`config.mk`:
```
export PLATFORM = sky130hd
export DESIGN_NAME = peak_rate_meter
export DESIGN_NICKNAME = d
export VERILOG_FILES = /design/src/rtl/peak_rate_meter.sv
export SDC_FILE = /design/constraint.sdc
export NUM_CORES = 1
export LEC_CHECK = 0
export CAP_MARGIN = 20
export CORE_MARGIN = 8
export CORE_UTILIZATION = 40
export CTS_CLUSTER_SIZE = 30
export DETAILED_ROUTE_END_ITERATION = 10
export HOLD_SLACK_MARGIN = 0.12
export PLACE_DENSITY = 0.59
export RECOVER_POWER = 25
export SLEW_MARGIN = 10
export SYNTH_ARGS = -nofsm -noshare
export SYNTH_HDL_FRONTEND = slang
export SYNTH_SLANG_ARGS = --single-unit
```
`constraint.sdc`:
```
create_clock -name clk -period 4.75 [get_ports clk]
set_clock_uncertainty 0.2 [all_clocks]
set_input_delay 0.95 -clock clk [delete_from_list [all_inputs] [get_ports clk]]
set_output_delay 0.95 -clock clk [all_outputs]
set_load 0.02 [all_outputs]
```
`src/rtl/peak_rate_meter.sv`:
```
// peak_rate_meter: turns the peak detector's foundPeak level into an averaged
// heart rate. It synchronises the level and detects rising edges, measures
// beat-to-beat intervals in ms, rejects refractory intervals, averages the
// last four intervals and divides 60000 by the average with a serial divider.
// Optional feature macro: BPM_HOLD_EN (timeout keeps the last bpm value and
// drops only bpm_valid).
module peak_rate_meter #(
  parameter int TICK_DIV   = 40000,
  parameter int MIN_IVL_MS = 300,
  parameter int MAX_IVL_MS = 2000
) (
  input  logic       clk,
  input  logic       reset,
  input  logic       peak_in,
  output logic       beat,
  output logic [7:0] bpm,
  output logic       bpm_valid,
  output logic       timeout,
  output logic       busy
);

  localparam int                 PRESC_W    = (TICK_DIV > 1) ? $clog2(TICK_DIV) : 1;
  localparam logic [PRESC_W-1:0] PRESC_LAST = PRESC_W'(TICK_DIV - 1);
  localparam logic [11:0]        MIN_IVL    = 12'(MIN_IVL_MS);
  localparam logic [11:0]        MAX_IVL    = 12'(MAX_IVL_MS);
  localparam logic [15:0]        DIVIDEND   = 16'd60000;
  localparam logic [4:0]         DIV_LAST   = 5'd16;

  typedef enum logic [1:0] {WAIT_FIRST, RUN, DIV} state_t;

  state_t             r_state;
  logic               r_sync1;
  logic               r_sync2;
  logic               r_prev;
  logic [PRESC_W-1:0] r_presc;
  logic [11:0]        r_ivl;
  logic [11:0]        r_ring [4];
  logic [1:0]         r_wptr;
  logic [13:0]        r_sum;
  logic [2:0]         r_fill;
  logic [4:0]         r_cnt;
  logic [11:0]        r_divisor;
  logic [12:0]        r_rem;
  logic [15:0]        r_quo;

  logic               w_edge;
  logic               w_tick;
  logic               w_timeout;
  logic               w_accept_first;
  logic               w_accept_run;
  logic               w_accept;
  logic [2:0]         w_fill_nxt;
  logic [13:0]        w_sum_nxt;

  // Millisecond counter increment, saturating at the timeout limit.
  function automatic logic [11:0] f_ivl_inc(input logic [11:0] v);
    f_ivl_inc = (v >= MAX_IVL) ? MAX_IVL : v + 12'd1;
  endfunction

  // Ring fill count increment, saturating at a full ring of four.
  function automatic logic [2:0] f_fill_inc(input logic [2:0] f);
    f_fill_inc = (f >= 3'd4) ? 3'd4 : f + 3'd1;
  endfunction

  // One restoring-division step: shift the next dividend bit into the
  // remainder, subtract the divisor when it fits, shift the quotient bit in.
  // The remainder stays below the divisor, so the shifted value fits 13 bits.
  function automatic logic [28:0] f_div_step(input logic [12:0] rem,
                                             input logic [15:0] quo,
                                             input logic [11:0] dvs);
    logic [13:0] sh;
    sh = {rem, quo[15]};
    if (sh >= {2'b00, dvs})
      f_div_step = {13'(sh - {2'b00, dvs}), quo[14:0], 1'b1};
    else
      f_div_step = {13'(sh), quo[14:0], 1'b0};
  endfunction

  assign w_edge         = r_sync2 & ~r_prev;
  assign w_tick         = (r_presc == PRESC_LAST);
  assign w_timeout      = (r_state == RUN) && (r_ivl >= MAX_IVL);
  assign w_accept_first = (r_state == WAIT_FIRST) && w_edge;
  assign w_accept_run   = (r_state == RUN) && !w_timeout && w_edge && (r_ivl >= MIN_IVL);
  assign w_accept       = w_accept_first | w_accept_run;
  assign w_fill_nxt     = f_fill_inc(r_fill);
  assign w_sum_nxt      = r_sum + {2'b00, r_ivl} - {2'b00, r_ring[r_wptr]};

  // Two-flop synchroniser for the asynchronous peak level plus edge history.
  always_ff @(posedge clk or negedge reset) begin
    if (!reset) begin
      r_sync1 <= 1'b0;
      r_sync2 <= 1'b0;
      r_prev  <= 1'b0;
    end else begin
      r_sync1 <= peak_in;
      r_sync2 <= r_sync1;
      r_prev  <= r_sync2;
    end
  end

  // Millisecond timebase: idle while waiting for the first beat, restarted
  // by every accepted beat and by a timeout, free-running otherwise (also
  // while the divider works).
  always_ff @(posedge clk or negedge reset) begin
    if (!reset) begin
      r_presc <= '0;
      r_ivl   <= '0;
    end else if ((r_state == WAIT_FIRST) || w_accept || w_timeout) begin
      r_presc <= '0;
      r_ivl   <= '0;
    end else begin
      r_presc <= w_tick ? '0 : r_presc + 1'b1;
      if (w_tick)
        r_ivl <= f_ivl_inc(r_ivl);
    end
  end

  // Beat/interval FSM with the averaging ring and the serial divider.
  always_ff @(posedge clk or negedge reset) begin
    if (!reset) begin
      r_state   <= WAIT_FIRST;
      for (int i = 0; i < 4; i++) r_ring[i] <= '0;
      r_wptr    <= '0;
      r_sum     <= '0;
      r_fill    <= '0;
      r_cnt     <= '0;
      r_divisor <= '0;
      r_rem     <= '0;
      r_quo     <= '0;
      beat      <= 1'b0;
      timeout   <= 1'b0;
      bpm       <= '0;
      bpm_valid <= 1'b0;
      busy      <= 1'b0;
    end else begin
      beat    <= w_accept;
      timeout <= w_timeout;
      case (r_state)
        WAIT_FIRST: begin
          if (w_edge)
            r_state <= RUN;
        end
        RUN: begin
          if (w_timeout) begin
            for (int i = 0; i < 4; i++) r_ring[i] <= '0;
            r_wptr    <= '0;
            r_sum     <= '0;
            r_fill    <= '0;
            bpm_valid <= 1'b0;
`ifdef BPM_HOLD_EN
            bpm       <= bpm;
`else
            bpm       <= '0;
`endif
            r_state   <= WAIT_FIRST;
          end else if (w_accept_run) begin
            r_ring[r_wptr] <= r_ivl;
            r_sum          <= w_sum_nxt;
            r_wptr         <= r_wptr + 2'd1;
            r_fill         <= w_fill_nxt;
            r_cnt          <= '0;
            if (w_fill_nxt == 3'd4)
              r_state <= DIV;
          end
        end
        DIV: begin
          if (r_cnt == 5'd0) begin
            // Load: divisor is the floor average of the four intervals.
            r_divisor <= r_sum[13:2];
            r_rem     <= '0;
            r_quo     <= DIVIDEND;
            busy      <= 1'b1;
            r_cnt     <= 5'd1;
          end else if (r_cnt <= DIV_LAST) begin
            {r_rem, r_quo} <= f_div_step(r_rem, r_quo, r_divisor);
            if (r_cnt == DIV_LAST)
              busy <= 1'b0;
            r_cnt <= r_cnt + 5'd1;
          end else begin
            // Average lies in 300..2000 ms, so the quotient fits 8 bits.
            bpm       <= r_quo[7:0];
            bpm_valid <= 1'b1;
            r_cnt     <= '0;
            r_state   <= RUN;
          end
        end
        default: r_state <= WAIT_FIRST;
      endcase
    end
  end

endmodule

```
* Word-level counts from Yosys, hierarchy flattened
Index checks and enable logic that the tools add are counted.
** Word-level totals
- Register bits :: 158
- Input bits :: 3
- Output and inout bits :: 12
- Logic and storage cells :: 125
** Operators by class
- Add/sub/neg operators :: 8
- $lt $le $gt $ge :: 7
- Equal/unequal tests :: 13
- Multiplexer cells :: 48
- Bitwise logic cells :: 4
- Reductions and logical operators :: 23
** Operator list (count)
- $mux W48 :: 2
- $mux W12 :: 6
- $mux W16 :: 4
- $bwmux W48 :: 1
- $mux W29 :: 1
- $mux W14 :: 2
- $mux W13 :: 2
- $bmux W12 S2 :: 1
- $demux W12 S2 :: 1
- $mux W8 :: 3
- $mux W5 :: 4
- $add A16 B1 Y16 const B :: 1
- $eq A16 B16 Y1 const B :: 1
- $mux W2 :: 8
- $pmux W8 S2 :: 1
- $add A14 B12 Y14 :: 1
- $ge A14 B12 Y1 :: 1
- $sub A14 B12 Y14 :: 1
- $sub A13 B12 Y13 :: 1
- $add A12 B1 Y12 const B :: 1
- $ge A12 B11 Y1 const B :: 1
- $ge A12 B9 Y1 const B :: 1
- $ne A2 B2 Y1 const B :: 6
- $pmux W5 S2 :: 1
- 30 further kinds :: 51

* Depth between registers and ports, before layout
Gate-level depths: netlist of run 1.
- Depth after elaboration :: 10
- Depth in mapped cells :: 12
- Mapped depth without buffers :: 11

* Worst setup path before layout of run 1
OpenSTA, ideal clock, no wires.
- Path kind :: reg-to-reg
- Start point :: register r_wptr[0]
- End point :: register r_sum[13]
- Library setup time :: 0.069 ns
- Arrival :: 3.812 ns
- Data required time :: 4.481 ns
- Path slack :: 0.668 ns
- Stages on the path, launching flop included :: 13
- Buffers on the path :: 2
- Period minus slack after synthesis :: 4.082 ns
- Cell sequence :: dfrtp_1 > clkbuf_1 > buf_1 > mux4_2 > fa_1 > inv_1 > ha_1 > nand3_1 > nor4_1 > o21ai_0 > and4_1 > or4_1 > nand3_1
** On the way
- Cells in the longest elaborated chain, start to end :: 7
** Ends and longest elaborated chain
- start: declaration :: RTL line 38 : logic [1:0] r_wptr;
- start signal: assignment :: RTL line 159 : r_wptr <= r_wptr + 2'd1;
- $not A2 Y3 (implied by the code) :: RTL line 86 : assign w_sum_nxt = r_sum + {2'b00, r_ivl} - {2'b00, r_ring[r_wptr]};
- $bmux W12 S2 :: RTL line 86
- $mux W12 (implied by the code) (2 in a row) :: RTL line 86
- $sub A14 B12 Y14 :: RTL line 86
- $mux W14 :: RTL line 156 : end else if (w_accept_run) begin
- $mux W14 :: RTL line 144 : if (w_timeout) begin
- end signal: assignment :: RTL line 158 : r_sum <= w_sum_nxt;
- end: declaration :: RTL line 39 : logic [13:0] r_sum;
Every way passes these cells. The select of a mux whose other input is x is not followed.
A chain may end at the register's enable or synchronous reset.

* Final worst setup path of run 1
Same ends and word-level chain as after synthesis.

==> impl_metrics.yaml, run 1 <==
synthesis:
  yosys_warnings: 0
  syn_inst: 905
  ys_ff_latch: 158
  synth-edff-count: 0
  synth_area_leaders: "dfrtp_1 44%, ha_1 5.7%, mux2i_1 5.0%"
  synth_fp_nets: 962
  synthArstFlopShare: 1.000
  syn_area_per_cell_sq_um: 9.871
  synthesis.area_sq_um: 8934
  synth_top_area_frac: 0.4426
  ys_seq_area_frac: 0.4426
  yosys.area.top_type: "dfrtp_1"
  synthFlopType: "dfrtp_1"
  yosys-top-cells-count: "158 x dfrtp_1, 99 x nor2_1, 81 x inv_1"
  synth.distinct_cells: 72
  synth.most_common_cell: "dfrtp_1"
global_route:
  grt_max_degree: 96
  grt_first_pass_wirelength_mm: 34.40
  antenna_found_initial: 0
  grt_pass1_vias: 6640
  grt-ovfl-total: 0
  grt_usage: 0.1576
die:
  fp.coreArea_sq_um: 21890
  start_util: 0.4081
  die-area_sq_um: 27370
  rows: 54
  die_h_um: 165.4
  ioPinCount: 15
  fp.dieW_um: 165.4
layout:
  final_cell_area_sq_um: 9864
  final_nets: 959
  syn2layout_area_growth_pct: 10.42
  drive_gt1_frac: 0.07104
  antennaDiodeCount: 0
cts:
  cts_root_buf: "clkbuf_16"
  clk_pin_slew_ps: 70
  post-cts-setup-buffer-count: 0
  cts_tree: "done"
  clock_latency_ps: 420
  post_cts_resized: 0
  cts_hold_buf: 0
  clock-sinks: 158
  clk_path_buf_depth: 2
  htreeDepth: 4
  cts_made_buffers: 17
place:
  dp_hpwl_mm: 14.08
  post_dp_cell_area_sq_um: 9298
  globalplace.congestion: 0.8292
  numPortBuffers: 14
sta:
  slew_headroom: -0.6397
  period_minus_slack_ps: 3878
  finalHoldViolations: 0
  rsz0062_at_grt: "false"
  tns_ps: 0
  drv_slew: 95
  worstMarginPinSlew_ps: 2460
  min_period_over_period: 0.8164
  fmax_mhz: 257.9
  setup_viol: 0
critical_path:
  startpoint_type: "register"
  worstSetupPathType: "register to register"
  cpMaxStageDelayCell: "dfrtp_1"
  rr_worst_depth: 11
  cpMostUsedCell: "o21ai_0"
  crit_required_ps: 4900
  crit_cells: 11
  crit_family: "adder cells"
  cpPeakStageDelay_ps: 680
  end_kind: "register"
  crit_buf_inv: 2
  critical_path.cell_chain: "buf_4 -> mux4_2 -> fa_1 -> inv_1 -> ha_1 -> o21ai_0 -> a211oi_1 -> o21ai_0 -> and4_1 -> or4_1 -> nand3_1"
  crit_path_max_fanout: 9
  worstPathArrival_ps: 4030
route:
  first_pass_iters: 4
  vias_per_cell: 5.421
  antenna_left: 0
  dr_wl_met2_mm: 9.284
  wl_per_cell_um: 16.80
  m1WireLength_mm: 9.784
  drt_wl_total_mm: 20.07
  top_layer: "met4"
  vias: 6478
  wl_met3_um: 667
  drt_iter0_markers: 467
  post-route-drc-count: 0
worst_hold_path:
  whs_path_depth: 0
  hold_path.class: "register to register"
pwr:
  power.switching_uw: 766.4
  leakage_uw: 0.004803
  p_sw_frac: 0.2619
  power_density_nw_per_um2: 296.6
  internal_power_uw: 2159
  power_frac_clock: 0.455
  power_frac_comb: 0.074
  power_frac_seq: 0.471
  ir_worst_vdd_mv: 0.2159
run_status:
  run_status: "finished with violations"
  violations: "max-capacitance violations, max-slew violations"
flow_run:
  cap_violations: 1
-- kinds of logic (layout without fill, tap and decap cells) --
group	count (synthesis)	after routing	synth area share
AOI/OAI and AO/OA	190	190	0.1462
xor gates and xnor gates	34	34	0.03333
adders and majority gates	54	54	0.08655
buffers and inverters	127	137	0.05812
DFF	158	158	0.4426
muxes	59	59	0.08361
and+or+nand+nor	283	283	0.1496
-- metal layers --
metal,up-vias,global-route usage
met3,20,0.03545
met4,0,0.04830
li1,3155,-
met1,3199,0.2091
met2,104,0.2528
met5,-,0
-- registers in the layout, summed over array words and instances, names as in the netlist, 2 cells and up --
name       count
r_presc       16
r_wptr         2
r_quo         16
r_fill         3
r_sum         14
r_cnt          5
bpm            8
r_state        2
r_rem         13
r_divisor     12
r_ring        48
r_ivl         12
-- metrics by stage --
step                      setup WS, ps    util  cells  power (uW)  hold slack, ps
after global placement           916.7  0.4247   1163        1623           134.8
final                            871.9  0.4506   1195        2926           156.8
after global routing             471.5  0.4506   1195        3042           171.4
after detailed placement         862.9  0.4247   1163        1624           138.1
after CTS                        841.7  0.4509   1195        2957           153.1
after floorplan                  668.1       -    905        1563           131.2
-- path summary, 6_finish.rpt --
path / from / to / slack (ps)
max in group asynchronous: reset / r_sum[0] / 1810
min in group asynchronous: reset / r_rem[10] / 1070
hold / removal: r_sync1 / r_sync2 / 160
setup reg to reg: r_wptr[0] / r_sum[13] / 870
setup / recovery: r_wptr[0] / r_sum[13] / 870
hold reg to reg: r_sync1 / r_sync2 / 160
-- power groups by stage --
| stage | Clock [uW] | Sequential [uW] | Combinational, uW |
|---|---|---|---|
| floorplan | 0 | 1400 | 161 |
| CTS | 1360 | 1380 | 222 |
| global route | 1410 | 1380 | 247 |
| finish | 1330 | 1380 | 216 |
| detailed placement | 0 | 1400 | 221 |
| global placement | 0 | 1400 | 221 |
-- area by class of cell --
cell class | count | area [sq um]
multi-input cells | 620 | 4461
clock inverters | 13 | 130.1
fillers | 2071 | 12030
well taps | 280 | 350.3
repair buffers | 24 | 222.7
inverters | 81 | 304.0
flip-flops and latches | 158 | 3954
clock buffers | 19 | 442.9
-- cells in the final DEF (no fill, tap or decap), types with 4 or more instances in the layout --
| cell | netlist | layout |
|---|---|---|
| o211ai_1 | 11 | 11 |
| clkbuf_16 | 0 | 17 |
| a22oi_1 | 10 | 10 |
| a31oi_1 | 15 | 15 |
| or3_1 | 4 | 4 |
| nor3_1 | 14 | 14 |
| clkdlybuf4s50_1 | 0 | 12 |
| fa_1 | 13 | 13 |
| nor2b_1 | 15 | 15 |
| nor4_1 | 5 | 5 |
| clkinv_4 | 0 | 4 |
| ha_1 | 41 | 41 |
| o31ai_1 | 9 | 9 |
| and3_1 | 10 | 10 |
| nand4_1 | 5 | 5 |
| a21o_1 | 5 | 5 |
| a221o_1 | 4 | 4 |
| xnor2_1 | 16 | 16 |
| o21ai_0 | 42 | 42 |
| nand2_1 | 73 | 73 |
| o22ai_1 | 6 | 6 |
| and2_1 | 5 | 5 |
| a22o_1 | 14 | 14 |
| dfrtp_1 | 158 | 158 |
| o21a_1 | 7 | 7 |
| nand3_1 | 26 | 26 |
| nor2_1 | 99 | 99 |
| inv_1 | 81 | 81 |
| o22a_1 | 7 | 7 |
| mux4_2 | 12 | 12 |
| a211oi_1 | 6 | 6 |
| mux2i_1 | 45 | 45 |
| buf_4 | 4 | 9 |
| or4_1 | 6 | 6 |
| a21oi_1 | 28 | 28 |
| and4_1 | 5 | 5 |
| nand2b_1 | 4 | 4 |
| xor2_1 | 18 | 18 |
No activity file was read; power rests on OpenSTA's default activity.
==> inputs of run 2 (changes only) <==
- clock period: 4.75 -> 3.58 ns (I/O delays scaled with it)
==> run 2 against run 1 <==
The flow still finishes with violations (max-capacitance violations, max-slew violations). Wire length grew 3.7%. Register-to-register slack lost 810 ps. Clock power grew 34%. Fmax grew 10%. Count of clock-buffer cells in the layout shrank 1. Combinational power grew 37%. Flip-flop and latch count is the same. Non-clock buffer count grew 31. Critical path depth is the same. Worst setup slack lost 810 ps. Critical path type unchanged. Critical endpoint unchanged.
==> impl_metrics.yaml, run 2 (synthesis results as in run 1) <==
run_status:
  run_status: "finished with violations"
  violations: "max-capacitance violations, max-slew violations"
pwr:
  ir_worst_vdd_mv: 0.2404
  power.switching_uw: 1036
  power_frac_seq: 0.468
  leakage_uw: 0.004974
  internal_power_uw: 2869
  power_frac_comb: 0.076
  power_frac_clock: 0.456
  power_density_nw_per_um2: 383.2
  p_sw_frac: 0.2652
die:
  die-area_sq_um: 27370
  fp.coreArea_sq_um: 21890
  rows: 54
  fp.dieW_um: 165.4
  ioPinCount: 15
  die_h_um: 165.4
  start_util: 0.4081
layout:
  final_cell_area_sq_um: 10190
  antennaDiodeCount: 0
  postLayoutCoreUtil: 0.4655
  stdcell_count: 1226
  largest_register: "r_ring"
  final_cell_mix: "157 x dfrtp_1, 99 x nor2_1, 81 x inv_1, 73 x nand2_1, 45 x mux2i_1"
  multi_input_comb_area_sq_um: 4552
  seqCellArea_sq_um: 3955
  reg_top3: "r_ring: 48 flops, r_presc: 16 flops, r_quo: 16 flops"
  drive_gt1_frac: 0.1152
  largest_reg_flops: 48
  n_fill_cell: 2085
  syn2layout_area_growth_pct: 14.08
  layout_commonest_cell: "dfrtp_1"
  final_nets: 990
route:
  post-route-drc-count: 0
  drt_iter0_markers: 536
  vias: 6514
  antenna_left: 0
  vias_per_cell: 5.313
  first_pass_iters: 5
  drt_wl_total_mm: 20.83
  wl_per_cell_um: 16.99
sta:
  fmax_mhz: 284.2
  worstMarginPinSlew_ps: 1933
  slew_headroom: -0.2889
  min_period_over_period: 0.9830
  finalHoldViolations: 0
  fin_ws_ps: 60.81
  drv_slew: 77
  rsz0062_at_grt: "true"
  setup_viol: 0
  holdWs_ps: 153.8
  period_minus_slack_ps: 3519
place:
  place_inst: 1192
  numPortBuffers: 14
  post_dp_cell_area_sq_um: 9528
  dp_hpwl_mm: 14.60
  globalplace.congestion: 0.8420
  pre_cts_ws_ps: -11.82
critical_path:
  startpoint: "r_wptr[0]"
  worstSetupPathType: "register to register"
  crit_path_max_fanout: 8
  r2r-start: "r_wptr[0]"
  worstPathArrival_ps: 3670
  end_kind: "register"
  startpoint_type: "register"
  cpPeakStageDelay_ps: 530
  crit_buf_inv: 2
  critical_path.cell_chain: "buf_12 -> mux4_2 -> fa_1 -> inv_1 -> ha_4 -> nand3_2 -> nor4_4 -> o21ai_1 -> and4_1 -> or4_1 -> nand3_1"
  crit_required_ps: 3730
  crit_family: "simple AND/OR/NAND/NOR gates"
  cpMaxStageDelayCell: "mux4_2"
global_route:
  grt_max_degree: 77
  grt_first_pass_wirelength_mm: 34.90
  grt-ovfl-total: 0
  antenna_found_initial: 0
  grt_pass1_vias: 6506
  grt_usage: 0.1603
worst_hold_path:
  holdCritStartpoint: "r_sync1"
  hold_path.class: "register to register"
cts:
  htreeDepth: 4
  cts_made_buffers: 17
  clock-sinks: 158
  clk_pin_slew_ps: 70
  cts_tree: "done"
  clk_path_buf_depth: 2
  clock_latency_ps: 430
  cts_root_buf: "clkbuf_16"
flow_run:
  cap_violations: 1
## run 2: cell types whose count changed in the layout (fill, tap and decap cells not counted), sizes merged
cell,delta
inv,+2
buf,+30
clkinv,-1
## run 2: final cells by class
cell class | instances | area share
inverter | 81 | 0.02983
timing repair buffer | 55 | 0.04506
clock buffer | 18 | 0.04309
sequential | 158 | 0.3881
clock inverter | 14 | 0.01289
tap | 280 | 0.03438
multi-input combinational | 620 | 0.4467
## run 2: routing by layer
layer | share of wire | GRT usage | up-vias
li1 | - | - | 3227
met2 | 0.46 | 0.2544 | 85
met3 | 0.028 | 0.02876 | 19
met1 | 0.50 | 0.2226 | 3183
met4 | 0.013 | 0.04099 | 0
met5 | 0 | 0 | -
## run 2: repair_timing
action	CTS	global route
endpoints found under the setup margin	1	7
cloned	0	0
buffers inserted	0	2
pin swaps	0	7
hold buffers	0	0
gates resized for setup	1	17
## run 2: path summary, 6_finish.rpt
kind / to / depth (start not counted) / slack (ps)
worst max register to register: r_sum[13] / 11 / 60
max in group asynchronous: r_ring[41] / 2 / 830
worst min-delay path: r_sync2 / 0 / 150
min in group asynchronous: r_rem[2] / 1 / 590
worst min register to register: r_sync2 / 0 / 150
worst max-delay path: r_sum[13] / 11 / 60
## run 2: per-stage QoR
| step | power, uW | TNS [ps] |
|---|---|---|
| after global routing | 4062 | -47.21 |
| after CTS | 3958 | 0 |
| after global placement | 2166 | 0 |
| after detailed placement | 2163 | -11.82 |
| after floorplan | 2074 | 0 |
| final | 3905 | 0 |
## run 2: power groups by stage
stage          registers (uW)  clock network (uW)  logic [uW]
2_1_floorplan            1860                   0         214
3_3_place_gp             1860                   0         305
3_5_place_dp             1860                   0         302
4_1_cts                  1830                1830         304
5_1_grt                  1830                1900         338
6_report                 1830                1780         296
==> inputs of run 3 (changes only) <==
- ABC_AREA: unset -> 1
- CTS_CLUSTER_SIZE: 30 -> 24
==> run 3 against run 2 <==
The flow still finishes with violations (max-capacitance violations, max-slew violations). Global-route usage fell by 0.16 points. Core utilization shrank 2.1 points. Fmax rose by 13%. Non-clock buffer count fell by 26. Count of clock-buffer cells in the layout shrank 1. Design area grew 1.2%. Flip-flop and latch count unchanged. Largest cell class unchanged. Highest routed layer unchanged.
==> impl_metrics.yaml, run 3 <==
sta:
  worstMarginPinSlew_ps: 1723
  slew_headroom: -0.1490
  finalHoldViolations: 0
  tns_ps: 0
  fin_ws_ps: 469.2
  fmax_mhz: 321.5
  setup_viol: 0
  rsz0062_at_grt: "false"
  holdWs_ps: 154.7
  drv_slew: 66
  min_period_over_period: 0.8689
  period_minus_slack_ps: 3111
synthesis:
  synth_top_area_frac: 0.4244
  syn_inst: 1215
  synth.distinct_cells: 41
  synthesis.area_sq_um: 9316
  synth-edff-count: 0
  synthArstFlopShare: 1.000
  ys_seq_area_frac: 0.4244
  synth.most_common_cell: "nand2_1"
  yosys-top-cells-count: "336 x nand2_1, 190 x inv_1, 158 x dfrtp_1"
  synthFlopType: "dfrtp_1"
  synth_area_leaders: "dfrtp_1 42%, nand2_1 14%, inv_1 7.7%"
  syn_area_per_cell_sq_um: 7.668
  yosys.area.top_type: "dfrtp_1"
  synth_fp_nets: 1272
  yosys_warnings: 0
  ys_ff_latch: 158
pwr:
  power.switching_uw: 2309
  ir_worst_vdd_mv: 0.4962
  power_frac_clock: 0.305
  internal_power_uw: 3636
  power_frac_comb: 0.349
  power_uw: 5945
  leakage_uw: 0.005410
  power_density_nw_per_um2: 576.7
  power_frac_seq: 0.346
  p_sw_frac: 0.3885
place:
  pre_cts_ws_ps: 514.5
  post_dp_cell_area_sq_um: 9733
  numPortBuffers: 14
  dp_hpwl_mm: 15.35
  globalplace.congestion: 0.8910
layout:
  n_fill_cell: 2346
  final_nets: 1281
  drive_gt1_frac: 0.06467
  largest_reg_flops: 48
  seqCellArea_sq_um: 3954
  reg_top3: "r_ring: 48 flops, r_presc: 16 flops, r_quo: 16 flops"
  multi_input_comb_area_sq_um: 4387
  layout_commonest_cell: "nand2_1"
  antennaDiodeCount: 0
  largest_register: "r_ring"
  syn2layout_area_growth_pct: 10.65
  final_cell_mix: "337 x nand2_1, 190 x inv_1, 158 x dfrtp_1, 100 x nor2_1, 73 x o21ai_0"
  final_cell_area_sq_um: 10310
global_route:
  antenna_found_initial: 0
  grt_usage: 0.1587
  grt-ovfl-total: 0
  grt_max_degree: 68
  grt_pass1_vias: 7381
  grt_first_pass_wirelength_mm: 36.81
route:
  drt_iter0_markers: 581
  wl_per_cell_um: 13.63
  first_pass_iters: 5
  post-route-drc-count: 0
  vias: 7543
  vias_per_cell: 4.848
  drt_wl_total_mm: 21.20
  antenna_left: 0
critical_path:
  startpoint_type: "register"
  crit_required_ps: 3670
  crit_path_max_fanout: 15
  worstSetupPathType: "register to register"
  end_kind: "register"
  worstPathArrival_ps: 3200
cts:
  clk_path_buf_depth: 2
  cts_made_buffers: 17
  cts_tree: "done"
  clk_pin_slew_ps: 70
  clock_latency_ps: 430
  clock-sinks: 158
  htreeDepth: 4
  cts_root_buf: "clkbuf_16"
die:
  die-area_sq_um: 28430
  rows: 56
  ioPinCount: 15
  start_util: 0.4017
  fp.coreArea_sq_um: 23190
  fp.dieW_um: 168.6
  die_h_um: 168.6
run_status:
  violations: "max-capacitance violations, max-slew violations"
  run_status: "finished with violations"
flow_run:
  cap_violations: 1
worst_hold_path:
  hold_path.class: "register to register"
run 3: layout make-up:
cell class              instances  share of cell area
clock buffers                  17             0.04127
clock inverters                15             0.01444
inverters                     195             0.07100
multi-input cells             823              0.4255
flip-flops and latches        158              0.3835
well taps                     319             0.03872
repair buffers                 29             0.02549
run 3: power groups by stage:
stage / combinational [uW] / clock, uW / sequential (uW)
after detailed placement: 2080 / 0 / 2090
after CTS: 2100 / 1860 / 2060
after global routing: 2380 / 1940 / 2080
final: 2070 / 1810 / 2060
after floorplan: 1560 / 0 / 2120
after global placement: 2070 / 0 / 2090
run 3: metrics by stage:
step,util,instances
6_report,0.4445,1556
4_1_cts,0.4449,1556
3_3_place_gp,0.4197,1523
3_5_place_dp,0.4197,1523
2_1_floorplan,-,1215
5_1_grt,0.4445,1556
run 3: worst max-delay path, cell delays in order (launching register included):
cell and delay [ps]:
dfrtp_1 370, inv_1 270, o21ai_0 140, o22ai_1 230
fa_1 460, inv_1 70, ha_1 260, a21oi_1 360
nor2_1 80, nor2_1 130, nand2_1 90, nand2_1 80
nand3_1 70, nand3_1 90, o21ai_0 80
run 3: logic make-up (layout without fill, tap and decap cells):
kind of cell    count (synthesis)  after routing  synth area share
buf+inv                       234            256            0.1045
simple gates                  598            598            0.2769
fa+ha+maj                      54             54           0.08300
mux                             1              1          0.001209
compound gates                155            155           0.09589
xor+xnor                       15             15           0.01410
flops                         158            158            0.4244
run 3: worst paths after layout:
kind	start	end	slack, ps	depth (start not counted)
worst max register to register	r_wptr[1]	r_sum[11]	470	14
min in group asynchronous	reset	bpm[5]	1060	2
worst min register to register	r_sync1	r_sync2	150	0
worst min-delay path	r_sync1	r_sync2	150	0
max in group asynchronous	reset	r_ivl[1]	930	3
worst max-delay path	r_wptr[1]	r_sum[11]	470	14
run 3: timing repair:
| action | in CTS | in global routing |
|---|---|---|
| endpoints found under the setup margin | 0 | 0 |
| resized for setup | 0 | 0 |
| hold buffers | 1 | 0 |
| setup buffers | 0 | 0 |
| endpoints found under the hold margin | 26 | 0 |
run 3: per-layer routing:
layer  GRT usage  routed length, um  share of wire
met5           0                  0              0
met4     0.03222                167         0.0079
met3     0.03517                716          0.034
met2      0.2541               9713           0.46
met1      0.2175              10610           0.50
